$ cat src/rtl/input_stretcher_pkg.sv
// Shared types and defaults for the button-input stretcher.
// Imported by the stretcher, its interface and the LSB isolator.
package input_pkg;

  typedef enum logic [1:0] {
    IDLE,
    HOLD,
    RELEASE_WAIT
  } state_t;

  localparam int DEFAULT_WIDTH = 6;
  localparam int DEFAULT_HOLD  = 255;

endpackage

$ cat src/rtl/input_stretcher_if.sv
// Button bus between synchronisers and the stretcher.
// The master drives buttons/clear; the slave returns the held value.
interface input_stretcher_if
  import input_pkg::*;
#(
  parameter int WIDTH = DEFAULT_WIDTH,
  parameter int CNT_W = 8
);

  logic [WIDTH-1:0] userin;
  logic             clear;
  logic [WIDTH-1:0] userin_out;
  logic             valid;
  logic             captured;
  logic             busy;
  logic [CNT_W-1:0] count;

  modport master (
    output userin,
    output clear,
    input  userin_out,
    input  valid,
    input  captured,
    input  busy,
    input  count
  );

  modport slave (
    input  userin,
    input  clear,
    output userin_out,
    output valid,
    output captured,
    output busy,
    output count
  );

endinterface

$ cat src/rtl/input_lsb_isolate.sv
// Isolates the lowest-index set bit of a vector.
// Two's-complement trick: v & -v.
module input_lsb_isolate
  import input_pkg::*;
#(
  parameter int WIDTH = DEFAULT_WIDTH
) (
  input  logic [WIDTH-1:0] vec,
  output logic [WIDTH-1:0] lsb
);

  assign lsb = vec & (~vec + WIDTH'(1));

endmodule

$ cat src/rtl/input_stretcher.sv
// Captures a non-zero button vector and holds it for HOLD_CYCLES.
// Optional single-channel capture and release-before-recapture.
module input_stretcher
  import input_pkg::*;
#(
  parameter int WIDTH           = DEFAULT_WIDTH,
  parameter int CNT_W           = 8,
  parameter int HOLD_CYCLES     = DEFAULT_HOLD,
  parameter bit REQUIRE_RELEASE = 1'b1,
  parameter bit ONEHOT_MODE     = 1'b0
) (
  input logic               clk,
  input logic               reset,
  input_stretcher_if.slave  bus
);

  if (HOLD_CYCLES < 1 ||
      HOLD_CYCLES > (1 << CNT_W) - 1) begin : g_bad_hold
    $error("input_stretcher: HOLD_CYCLES out of range");
  end

  localparam logic [CNT_W-1:0] LAST =
    CNT_W'(HOLD_CYCLES - 1);

  logic [WIDTH-1:0] cap;
  logic             pressed;
  state_t           state;

  assign pressed = |bus.userin;

  if (ONEHOT_MODE) begin : g_onehot
    input_lsb_isolate #(
      .WIDTH(WIDTH)
    ) u_lsb (
      .vec(bus.userin),
      .lsb(cap)
    );
  end else begin : g_full
    assign cap = bus.userin;
  end

  always_ff @(posedge clk) begin
    if (reset) begin
      state          <= IDLE;
      bus.userin_out <= '0;
      bus.valid      <= 1'b0;
      bus.captured   <= 1'b0;
      bus.busy       <= 1'b0;
      bus.count      <= '0;
    end else begin
      bus.captured <= 1'b0;
      unique case (state)
        IDLE: begin
          if (!bus.clear && pressed) begin
            state          <= HOLD;
            bus.userin_out <= cap;
            bus.valid      <= 1'b1;
            bus.captured   <= 1'b1;
            bus.busy       <= 1'b1;
            bus.count      <= '0;
          end
        end
        HOLD: begin
          if (bus.clear || bus.count == LAST) begin
            bus.userin_out <= '0;
            bus.valid      <= 1'b0;
            bus.count      <= '0;
            // Stay busy while buttons must still be let go.
            if (REQUIRE_RELEASE && pressed) begin
              state <= RELEASE_WAIT;
            end else begin
              state    <= IDLE;
              bus.busy <= 1'b0;
            end
          end else begin
            bus.count <= bus.count + CNT_W'(1);
          end
        end
        RELEASE_WAIT: begin
          if (!pressed) begin
            state    <= IDLE;
            bus.busy <= 1'b0;
          end
        end
        default: begin
          state <= IDLE;
        end
      endcase
    end
  end

endmodule

$ cat src/flat_wrapper.sv
// flat-port wrapper written by rule: the top's interface ports become plain ports
module input_stretcher_flat import input_pkg::*;
#(
  parameter int WIDTH           = DEFAULT_WIDTH,
  parameter int CNT_W           = 8,
  parameter int HOLD_CYCLES     = DEFAULT_HOLD,
  parameter bit REQUIRE_RELEASE = 1'b1,
  parameter bit ONEHOT_MODE     = 1'b0
)
  (clk, reset, bus_userin, bus_clear, bus_userin_out, bus_valid, bus_captured, bus_busy, bus_count);
  input_stretcher_if #(.WIDTH(WIDTH), .CNT_W(CNT_W)) bus_i ();
  input logic clk;
  input logic reset;
  input wire logic [$bits(bus_i.userin)-1:0] bus_userin;
  input wire logic [$bits(bus_i.clear)-1:0] bus_clear;
  output wire logic [$bits(bus_i.userin_out)-1:0] bus_userin_out;
  output wire logic [$bits(bus_i.valid)-1:0] bus_valid;
  output wire logic [$bits(bus_i.captured)-1:0] bus_captured;
  output wire logic [$bits(bus_i.busy)-1:0] bus_busy;
  output wire logic [$bits(bus_i.count)-1:0] bus_count;
  assign bus_i.userin = bus_userin;
  assign bus_i.clear = bus_clear;
  assign bus_userin_out = bus_i.userin_out;
  assign bus_valid = bus_i.valid;
  assign bus_captured = bus_i.captured;
  assign bus_busy = bus_i.busy;
  assign bus_count = bus_i.count;
  input_stretcher #(.WIDTH(WIDTH), .CNT_W(CNT_W), .HOLD_CYCLES(HOLD_CYCLES), .REQUIRE_RELEASE(REQUIRE_RELEASE), .ONEHOT_MODE(ONEHOT_MODE)) u_core (.clk(clk), .reset(reset), .bus(bus_i));
endmodule
$ cat config.mk
export PLATFORM = sky130hd
export DESIGN_NAME = input_stretcher_flat
export DESIGN_NICKNAME = d
export VERILOG_FILES = /design/src/rtl/input_stretcher_pkg.sv /design/src/rtl/input_stretcher_if.sv /design/src/rtl/input_lsb_isolate.sv /design/src/rtl/input_stretcher.sv /design/src/flat_wrapper.sv
export SDC_FILE = /design/constraint.sdc
export NUM_CORES = 1
export LEC_CHECK = 0
export BUFFER_PORTS_ARGS = -buffer_cell sky130_fd_sc_hd__clkbuf_2
export CAP_MARGIN = 10
export CORE_UTILIZATION = 56
export CTS_BUF_LIST = sky130_fd_sc_hd__clkbuf_8 sky130_fd_sc_hd__clkbuf_16
export DETAILED_ROUTE_END_ITERATION = 6
export PLACE_DENSITY_LB_ADDON = 0.05
export RECOVER_POWER = 50
export SYNTH_ARGS = -nofsm -noshare
export SYNTH_HDL_FRONTEND = slang
export SYNTH_SLANG_ARGS = --single-unit
export TNS_END_PERCENT = 1
$ cat constraint.sdc
create_clock -name clk -period 3.25 [get_ports clk]
set_input_delay 0.325 -clock clk [delete_from_list [all_inputs] [get_ports clk]]
set_output_delay 0.325 -clock clk [all_outputs]
set_load 0.01 [all_outputs]
======== Yosys cells after proc, flatten, opt, wreduce, memory -nomap -nowiden ========
Cells that the tools add are included.
storage, ports and cells
  output and inout bits ................... 17
  logic and storage cells ................. 44
  flip-flop bits (word level) ............. 19
  input port bits ......................... 9
operators by class
  bitwise logic cells ..................... 1
  add/subtract/negate cells ............... 1
  eq/ne operators ......................... 6
  muxes and demuxes ....................... 18
  reduce and logical (&&, ||, !) cells .... 12
operators with widths
  kind                 count
  $mux 8               2
  $pmux 8 s2           1
  $mux 6               2
  $pmux 6 s2           1
  $reduce_and 3->1     3
  $add 8x1->8 const B  1
  $eq 8x8->1 const B   1
  $mux 2               4
  $pmux 2 s3           1
  $reduce_or 6->1      1
  $mux 1               5
  $ne 2x1->1 const B   2
  $pmux 1 s3           1
  $reduce_bool 3->1    1
  $eq 2x1->1 const B   1
  $eq 2x2->1 const B   1
  $logic_not 2->1      1
  $ne 2x2->1 const B   1
  $pmux 1 s2           1
  $reduce_and 2->1     1
  $reduce_bool 2->1    1
  $reduce_or 2->1      1
  $logic_and 1x1->1    1
  $logic_not 1->1      1
  other kinds (2)      2

======== Logic depth before layout (Yosys ltp) ========
Gate-level depths: netlist of the first run.
  word-level depth ........................ 4
  mapped depth ............................ 8
  depth with buffers taken out ............ 6

======== Worst setup path before layout of the first run ========
No wires, ideal clock.
  kind .................................... register to register
  start ................................... register u_core.state[0]
  end ..................................... register u_core.bus.busy
  path slack .............................. 1.480 ns
  path buffers ............................ 2
  setup time .............................. 0.070 ns
  required time ........................... 3.180 ns
  cell stages (with the launch flop) ...... 9
  arrival time ............................ 1.699 ns
  period minus slack after synthesis ...... 1.770 ns
  cell sequence ........................... dfxtp_1 > inv_1 > ha_1 > buf_6 > and2_4 > a31o_1 > buf_6 > or4_1 > a21oi_1
on the way
  cells in the longest elaborated chain, start to end .. 3
  elaborated cells between the ends (all ways) .. 8
  classes of those cells .................. eq/ne (4); mux (1); reduce/logical (3)
ends and longest elaborated chain
  element                                                    RTL line                  text
  start: declaration                                         input_stretcher.sv:27     state_t state;
  start signal: assignment                                   input_stretcher.sv:44     state <= IDLE;
  start signal: assignment                                   input_stretcher.sv:55     state <= HOLD;
  start signal: assignment                                   input_stretcher.sv:70     state <= RELEASE_WAIT;
  $eq 2x1->1 (tied with other cells)                         input_stretcher.sv:52     unique case (state)
  $ne 2x1->1 (no line) or $reduce_bool 3->1 (tied branches)  --
  $reduce_and 3->1 (no line)                                 --
  end signal: assignment                                     input_stretcher.sv:48     bus.busy <= 1'b0;
  end signal: assignment                                     input_stretcher.sv:59     bus.busy <= 1'b1;
  end signal: assignment                                     input_stretcher.sv:73     bus.busy <= 1'b0;
  end: declaration                                           input_stretcher_if.sv:34  output busy,
Parallel ways exist; a longest one is shown, timed or not.
A chain may end at the register's enable or synchronous reset.

======== Final worst setup path of the first run ========
  start ................................... register u_core.state[1]
  end ..................................... register u_core.bus.count[5]
on the way
  cells in the longest elaborated chain, start to end .. 3
  elaborated cells between the ends (all ways) .. 6
  classes of those cells .................. eq/ne (2); mux (1); reduce/logical (3)
ends and longest elaborated chain
  element                                                    RTL line                  text
  $logic_not 2->1 or $eq 2x1->1 (tied branches)              input_stretcher.sv:52
  $ne 2x1->1 (no line) or $reduce_bool 2->1 (tied branches)  --
  $reduce_and 2->1 (no line)                                 --
  end signal: assignment                                     input_stretcher.sv:76     bus.count <= bus.count + CNT_W'(1);
  end: declaration                                           input_stretcher_if.sv:35  output count
Parallel ways exist; a longest one is shown, timed or not.

==> results.txt, run 1 <==
Post-CTS Setup Bufs: 0
# DRC: 0
fin crit share: 69.62%
Die Y: 45.76 um
Seq. cell area: 380.4 um2
Worst setup EP type: flip-flop
# diodes: 0
post-cts sizing count: 0
Hold Path Depth: 3
FF-to-FF End: u_core.bus.count[5]
critical hold path startpoint: bus_userin[5]
Die Wd: 45.76 um
worst path arrival time: 2.43 ns
final-report hold violation count: 0
setup TNS: 0 ns
leakage power: 0.4402 nW
sequential share of the synthesized area: 35.47%
max-cap viol count: 0
status: finished clean
drt pass-1 iters: 4
RSZ-0062 raised after global routing: no
cell row count: 15
pin count of the biggest net entering global routing: 25
WP data required: 3.41 ns
CTS Root Cell: clkbuf_8
synth warn: 0
# IOs: 26
Hold Crit Class: primary input to flip-flop
worst slew pin tran: 0.7734 ns
FF-to-FF path depth: 6
P&R area growth vs syn: 12.95%
number of fill cells: 166
Post-Synthesis Cell Area: 1072 um2
Vias/cell: 6.041
final RePlAce weighted congestion: 0.8126
nets: 162
first-pass GRT wire length: 3698 um
min cycle time layout: 2.263 ns
routed wire length per instance: 13.76 um
number of I/O port buffers: 25
Max clock buf depth: 2
CP Buf/Inv Count: 1
f_max: 442.0 MHz
CTS Buf Count: 3
CTS tree: done
flop2flop setup slack: 0.99 ns
Rel. slew slack: 48.44%
most frequent cells in the layout: dfxtp_1, clkbuf_1, a21oi_1
post-route cell area: 1211 um2
max-slew violations: 0
WL final: 2340 um
layout cells sized above 1: 11.03%
CP delay by family, top: compound AO/OA/AOI/OAI gates
vias in the first global route: 869
Setup Crit Path Kind: flip-flop to flip-flop
Layout Skew: 0.001096 ns
Sink Count: 19
Peak supply drop: 0.0005548 V
die area: 2094 um2
crit-path max cell delay: 0.66 ns
clock transition at the registers of the reported paths: 0.07 ns
H-tree levels: 1
Synth Register Bits: 19
crit path launch type: flip-flop
Critical R2R Launch: u_core.state[1]
crit path max-delay cell type: o21a_1
Placed Area: 1186 um2
antenna violations before repair: 0
pwr dens: 695.4 nW/um2
Multi-input gate area: 626.9 um2
DRT antenna net count: 0
Mapped Avg Cell Area: 8.718 um2
final setup vio count: 0
number of library cell types mapped by synthesis: 34
via count: 1027
WHS Endpoint: u_core.bus.userin_out[5]
Initial DRC Count: 29
initial cell density of the core: 60.78%
Clk Latency, worst-skew pair: 0.26 ns
Cell Chain, Critical Path: inv_1 > ha_1 > nor2b_1 > o21a_1 > o21ai_0 > a311oi_1
crit path max fanout: 24
Mapped Cells: 123
commonest non-fill, non-tap cell in the layout: dfxtp_1
Power Total: 842.3 uW
cts hold-fix bufs: 0
Tot GR Track Use: 24.82%
Core Footprint: 1764 um2
post-DP HPWL: 1686 um
GR Overflow Total: 0
syn nets: 139
## how the worst max path moves through the flow
stage / from / to / slack (ns) / cells after the start
2_1_floorplan: u_core.state[0] / u_core.bus.busy / 1.48 / 8
5_1_grt: u_core.state[1] / u_core.bus.count[5] / 0.79 / 6
4_1_cts: u_core.state[1] / u_core.bus.count[5] / 1.03 / 6
3_5_place_dp: u_core.state[1] / u_core.bus.count[5] / 1.04 / 6
3_3_place_gp: u_core.state[1] / u_core.bus.count[5] / 1.14 / 6
6_report: u_core.state[1] / u_core.bus.count[5] / 0.99 / 6
## cells by family after synthesis
| kind of cell | after synthesis | synth area share [%] |
|---|---|---|
| muxes | 1 | 0.9335 |
| adders and majority gates | 7 | 8.168 |
| AOI/OAI and AO/OA | 39 | 25.44 |
| buffers and inverters | 13 | 6.067 |
| and+or+nand+nor | 44 | 23.92 |
| DFF | 19 | 35.47 |
## metrics by stage
step / std cells / setup slack (ns) / utilization, % / hold slack [ns]
6_report: 170 / 0.9873 / 68.65 / 0.3464
5_1_grt: 170 / 0.7895 / 68.65 / 0.3529
4_1_cts: 170 / 1.030 / 69.86 / 0.3416
3_5_place_dp: 166 / 1.042 / 67.23 / 0.4574
3_3_place_gp: 166 / 1.137 / 67.23 / 0.4505
2_1_floorplan: 123 / 1.480 / - / 0.4682
## sequential cells by signal, summed over array words and instances (netlist names)
register,flops
u_core.bus.captured,1
u_core.bus.busy,1
u_core.bus.count,8
u_core.bus.valid,1
u_core.bus.userin_out,6
u_core.state,2
## routing by layer
| metal | vias to the layer above | routed length [um] | share of wire [%] | global-route usage (%) |
|---|---|---|---|---|
| met3 | 4 | 138 | 5.9 | 3.571 |
| met2 | 34 | 1069 | 46 | 39.71 |
| met1 | 478 | 1081 | 46 | 31.46 |
| met4 | 0 | 51 | 2.2 | 14.71 |
| met5 | - | 0 | 0 | 0 |
| li1 | 511 | - | - | - |
## where the power goes
group          internal, mW  switching [mW]
clock                0.0853          0.0786
sequential            0.279          0.0296
combinational         0.145           0.225
total                 0.509           0.333
## synth_stat cells, drive strengths merged
cell | count | area (um2)
dfxtp | 19 | 380.4
a21oi | 11 | 55.05
nand2 | 9 | 33.78
nand3 | 8 | 40.04
ha | 7 | 87.58
o31ai | 7 | 52.55
a31oi | 6 | 37.54
inv | 6 | 22.52
nand4b | 6 | 52.55
a311oi | 5 | 43.79
clkbuf | 4 | 15.01
nor2 | 4 | 15.01
buf | 3 | 27.52
nand2b | 3 | 18.77
nor2b | 3 | 18.77
nor3 | 3 | 15.01
nand3b | 2 | 15.01
o21a | 2 | 15.01
a211oi | 1 | 12.51
a21bo | 1 | 10.01
a31o | 1 | 8.760
a32oi | 1 | 8.760
and2 | 1 | 8.760
and3 | 1 | 6.260
mux2i | 1 | 10.01
nand4 | 1 | 6.260
nor4 | 1 | 12.51
o21ai | 1 | 5.000
o22ai | 1 | 6.260
o32ai | 1 | 8.760
o41ai | 1 | 8.760
or2 | 1 | 6.260
or4 | 1 | 7.510
## final cells by class
cell class,count,share of cell area [%]
multi-input combinational,91,51.76
clock buffer,3,3.409
sequential,19,31.41
tap,25,2.583
clock inverter,1,0.4132
inverter,6,1.860
timing repair buffer,25,8.574
## tightest hold or removal path: cells and delay by family
kind            cells  cell delay, ns
simple gates        1            0.08
compound gates      1            0.06
buf+inv             1            0.09
No activity file was read; power rests on OpenSTA's default activity.
==> run 2, diff against run 1 <==
--- a/config.mk
+++ b/config.mk
@@ -7,7 +7,7 @@
 export LEC_CHECK = 0
 export BUFFER_PORTS_ARGS = -buffer_cell sky130_fd_sc_hd__clkbuf_2
 export CAP_MARGIN = 10
-export CORE_UTILIZATION = 56
+export CORE_UTILIZATION = 47
 export CTS_BUF_LIST = sky130_fd_sc_hd__clkbuf_8 sky130_fd_sc_hd__clkbuf_16
 export DETAILED_ROUTE_END_ITERATION = 6
 export PLACE_DENSITY_LB_ADDON = 0.05
==> constraint.sdc (replaced) <==
create_clock -name clk -period 1.9 [get_ports clk]
set_input_delay 0.19 -clock clk [delete_from_list [all_inputs] [get_ports clk]]
set_output_delay 0.19 -clock clk [all_outputs]
set_load 0.01 [all_outputs]
==> results.txt, run 2 (same netlist as run 1, synthesis figures left out) <==
status: finished clean
CTS tree: done
final setup vio count: 0
die area: 2477 um2
setup TNS: 0 ns
pin count of the biggest net entering global routing: 20
Die Wd: 49.77 um
P&R area growth vs syn: 17.85%
Peak supply drop: 0.0007809 V
Rel. slew slack: 67.53%
Vias/cell: 5.827
routed wire length per instance: 13.02 um
CTS Buf Count: 3
largest register by flop count: u_core.bus.count
DP Worst Slack: 0.1295 ns
first-pass GRT wire length: 3808 um
clock transition at the registers of the reported paths: 0.07 ns
worst slew pin tran: 0.4830 ns
# DRC: 0
nets: 169
leakage power: 0.4740 nW
worst path arrival time: 1.90 ns
DRT antenna net count: 0
# IOs: 26
WL met3: 105 um
Multi-input gate area: 630.6 um2
number of I/O port buffers: 25
vias in the first global route: 867
crit path max-delay cell type: or4_1
pwr dens: 1179 nW/um2
min cycle time layout: 1.716 ns
CTS Root Cell: clkbuf_8
Initial DRC Count: 17
flop2flop setup slack: 0.18 ns
Layout Skew: 0.003857 ns
crit path max fanout: 9
fin crit share: 90.31%
RSZ-0062 raised after global routing: no
crit-path max cell delay: 0.41 ns
drt pass-1 iters: 4
Sink Count: 19
initial cell density of the core: 52.00%
GR Overflow Total: 0
number of fill cells: 200
cell row count: 16
Hold Crit Class: primary input to flip-flop
max-cap viol count: 0
Core Footprint: 2062 um2
via count: 1043
CP delay by family, top: simple AND/OR/NAND/NOR gates
max-slew violations: 0
Clk Latency, worst-skew pair: 0.25 ns
most frequent cells in the layout: dfxtp_1, clkbuf_1, a21oi_1
Seq. cell area: 380.4 um2
post-DP HPWL: 1712 um
WL final: 2330 um
Tot GR Track Use: 20.08%
Largest register FFs: 8
wire length on met1: 1156 um
layout cells sized above 1: 16.45%
Setup Crit Path Kind: flip-flop to flip-flop
final hold slack: 0.2063 ns
crit path launch type: flip-flop
CP Buf/Inv Count: 1
Max clock buf depth: 2
Cell Chain, Critical Path: inv_1 > ha_2 > and2_4 > a31o_1 > or4_1 > a21oi_1
uppermost layer routed: met4
final-report hold violation count: 0
final RePlAce weighted congestion: 0.8649
commonest non-fill, non-tap cell in the layout: dfxtp_1
Met2 Wirelength: 1025 um
Die Y: 49.77 um
f_max: 582.8 MHz
Top Registers: u_core.bus.count: 8 flops, u_core.bus.userin_out: 6 flops, u_core.state: 2 flops
Worst setup EP type: flip-flop
Power Total: 1.490 mW
Setup WS post-layout: 0.1841 ns
antenna violations before repair: 0
H-tree levels: 1
# diodes: 0
WP data required: 2.09 ns
run 2: changes by cell type in the layout (fill, tap and decap cells not counted), sizes merged:
cell | previous run | this run
clkbuf | 28 | 30
inv | 6 | 7
clkinv | 1 | 0
buf | 0 | 5
run 2: worst min-delay path, delay by kind of cell:
kind / cells / cell delay, ns
compound gates: 1 / 0.06
simple gates: 1 / 0.07
buf+inv: 1 / 0.09
run 2: worst paths after layout:
| check | from | to | depth (start not counted) |
|---|---|---|---|
| min | bus_userin[5] | u_core.bus.userin_out[5] | 3 |
| min reg2reg | u_core.bus.busy | u_core.bus.busy | 2 |
| max | u_core.state[0] | u_core.bus.busy | 6 |
| max reg2reg | u_core.state[0] | u_core.bus.busy | 6 |
run 2: where the power goes:
group,internal (mW),leakage [nW],switching [mW]
combinational,0.301,0.292,0.397
clock,0.144,0.0269,0.128
sequential,0.477,0.155,0.0434
total,0.921,0.474,0.569
run 2: what timing repair did:
action | in CTS | in global routing
hold buffers | 0 | 0
setup endpoints to repair | 0 | 2
hold endpoints to repair | 0 | 0
setup buffers | 0 | 0
resized for setup | 0 | 2
run 2: per-stage QoR:
stage	cells	utilization [%]	area, um2
after floorplan	123	-	1072
after detailed placement	175	60.19	1241
after CTS	179	62.38	1286
after global routing	179	61.29	1264
after global placement	175	60.19	1241
final	179	61.29	1264
run 2: layer usage:
metal | track usage [%] | vias to the layer above
met5 | 0 | -
met4 | 10.00 | 0
met3 | 3.086 | 5
met2 | 30.18 | 27
met1 | 27.60 | 485
li1 | - | 526
run 2: layout make-up:
cell class,count,area share (%)
inverter,6,1.782
clock buffer,3,3.267
multi-input combinational,91,49.90
tap,27,2.673
sequential,19,30.10
clock inverter,1,0.2970
timing repair buffer,32,11.98
==> run 3, diff against run 2 <==
--- a/config.mk
+++ b/config.mk
@@ -5,9 +5,10 @@
 export SDC_FILE = /design/constraint.sdc
 export NUM_CORES = 1
 export LEC_CHECK = 0
+export ABC_AREA = 1
 export BUFFER_PORTS_ARGS = -buffer_cell sky130_fd_sc_hd__clkbuf_2
 export CAP_MARGIN = 10
-export CORE_UTILIZATION = 47
+export CORE_UTILIZATION = 48
 export CTS_BUF_LIST = sky130_fd_sc_hd__clkbuf_8 sky130_fd_sc_hd__clkbuf_16
 export DETAILED_ROUTE_END_ITERATION = 6
 export PLACE_DENSITY_LB_ADDON = 0.05
==> results.txt, run 3 <==
first-pass GRT wire length: 4077 um
max-cap viol count: 0
vias in the first global route: 959
routed wire length per instance: 10.79 um
P&R area growth vs syn: 12.17%
most frequent cells in the layout: nand2_1, nor2_1, dfxtp_1
uppermost layer routed: met4
Met2 Wirelength: 1103 um
sequential share of the synthesized area: 31.90%
critical hold path startpoint: reset
WL met3: 69 um
FF-to-FF End: u_core.bus.userin_out[3]
cts hold-fix bufs: 0
min cycle time layout: 1.665 ns
f_max: 600.6 MHz
flop2flop setup slack: 0.24 ns
# diodes: 0
DRT antenna net count: 0
setup TNS: 0 ns
via count: 1092
antenna violations before repair: 0
status: finished clean
initial cell density of the core: 52.39%
Tot GR Track Use: 20.59%
Cell Chain, Critical Path: inv_1 > ha_1 > inv_1 > nand2_1 > nand2_4 > nand2_1 > nand3_1 > nand2_1
Most used DFF post-synth: dfxtp_1
Power Total: 1.729 mW
syn nets: 183
final setup vio count: 0
number of fill cells: 244
ranking of synthesized cells by area: dfxtp_1, nand2_1, nor2_1
Synth Register Bits: 19
Rel. slew slack: 74.51%
Layout Skew: 0.001006 ns
most common cell in the netlist: nand2_1
non-filler cells in the finished layout: 220
layout cells sized above 1: 15.10%
crit path max-delay cell type: dfxtp_1
CP delay by family, top: simple AND/OR/NAND/NOR gates
CTS Buf Count: 3
H-tree levels: 1
Worst setup EP type: flip-flop
Largest register FFs: 8
wire length on met1: 1165 um
max-slew violations: 0
Initial DRC Count: 11
commonest non-fill, non-tap cell in the layout: nand2_1
Clk Latency, worst-skew pair: 0.25 ns
Top Registers: u_core.bus.count: 8 flops, u_core.bus.userin_out: 6 flops, u_core.state: 2 flops
most frequent cells after synthesis: nand2_1, nor2_1, dfxtp_1, nand3_1, inv_1
Peak supply drop: 0.0008545 V
most used cell, CP: nand2_1
Mapped Cells: 167
WHS Endpoint: u_core.bus.count[4]
Post-CTS Setup Bufs: 0
FF-to-FF path depth: 8
WL final: 2373 um
Crit path depth: 8
Placed Area: 1314 um2
clock transition at the registers of the reported paths: 0.07 ns
cell row count: 17
worst slew pin tran: 0.3819 ns
post-DP HPWL: 1865 um
Die Wd: 51.84 um
Setup Crit Path Kind: flip-flop to flip-flop
drt pass-1 iters: 4
pin count of the biggest net entering global routing: 23
final core utilization: 58.77%
WP data required: 2.05 ns
# IOs: 26
CTS tree: done
final RePlAce weighted congestion: 0.8187
Post-synth EDFFs: 0
largest register by flop count: u_core.bus.count
final hold slack: 0.1751 ns
fin crit share: 87.63%
Max clock buf depth: 2
cell taking the most area after synthesis: dfxtp_1
crit path launch type: flip-flop
CTS Root Cell: clkbuf_8
Mapped Avg Cell Area: 7.140 um2
Die Y: 51.84 um
leakage power: 0.6351 nW
number of library cell types mapped by synthesis: 26
Critical R2R Launch: u_core.state[0]
Post-Synthesis Cell Area: 1192 um2
CP Buf/Inv Count: 2
crit path max fanout: 22
Hold Crit Class: primary input to flip-flop
asr flop ratio synth: 0%
post-route cell area: 1338 um2
RSZ-0062 raised after global routing: no
DP Worst Slack: 0.2404 ns
pwr dens: 1293 nW/um2
final-report hold violation count: 0
crit-path max cell delay: 0.39 ns
GR Overflow Total: 0
die area: 2687 um2
cell count after placement: 216
Yosys top cell area share: 31.90%
Core Footprint: 2276 um2
post-cts sizing count: 0
Hold Path Depth: 2
Setup WS post-layout: 0.2351 ns
nets: 209
number of I/O port buffers: 25
# DRC: 0
synth warn: 0
Vias/cell: 4.964
worst path arrival time: 1.81 ns
Sink Count: 19
run 3: cell count changes after synthesis, sizes merged, moves of 3 or more:
cell and delta:
nand3 +12, a311oi -5, nor2b -3, inv +10, nand4b -6, nand2b -3
clkbuf -4, nor2 +27, nand2 +41, a31oi -6, o31ai -7, nor3 -3
run 3: worst max path at each step:
stage | start | end | slack (ns)
2_1_floorplan | u_core.bus.count[0] | u_core.bus.userin_out[0] | 0.49
3_3_place_gp | u_core.state[0] | u_core.bus.count[1] | 0.34
3_5_place_dp | u_core.state[0] | u_core.bus.userin_out[3] | 0.24
4_1_cts | u_core.state[0] | u_core.bus.userin_out[3] | 0.23
5_1_grt | u_core.state[0] | u_core.bus.count[1] | 0.08
6_report | u_core.state[0] | u_core.bus.userin_out[3] | 0.24
run 3: cell type report:
cell class	count	area (um2)	share of cell area (%)
clock buffers	3	41.29	3.087
clock inverters	1	3.754	0.2806
flip-flops and latches	19	380.4	28.44
well taps	28	35.03	2.619
repair buffers	25	103.9	7.764
inverters	16	60.06	4.490
multi-input cells	128	713.2	53.32
run 3: worst register-to-register path: stages, from the launching register on:
cell and delay, ns:
dfxtp_1 0.39, inv_1 0.10, ha_1 0.26, inv_1 0.07
nand2_1 0.16, nand2_4 0.27, nand2_1 0.15, nand3_1 0.09
nand2_1 0.06
run 3: logic make-up (layout without fill, tap and decap cells):
| family | after synthesis | after routing | synth area share (%) |
|---|---|---|---|
| AND/OR/NAND/NOR | 104 | 104 | 43.86 |
| flip-flops | 19 | 19 | 31.90 |
| AO/OA/AOI/OAI | 16 | 16 | 7.870 |
| buffers and inverters | 20 | 45 | 8.289 |
| XOR/XNOR | 1 | 1 | 0.7347 |
| adder cells (fa/ha/maj) | 7 | 7 | 7.345 |
run 3: layer usage:
layer	track usage, %	vias up
met5	0	-
met2	35.26	18
met1	24.23	488
met3	3.509	4
li1	-	582
met4	10.81	0
run 3: power breakdown:
part           internal (mW)  switching [mW]
logic                  0.295           0.534
clock network          0.143           0.125
registers              0.529           0.102
total                  0.967           0.762
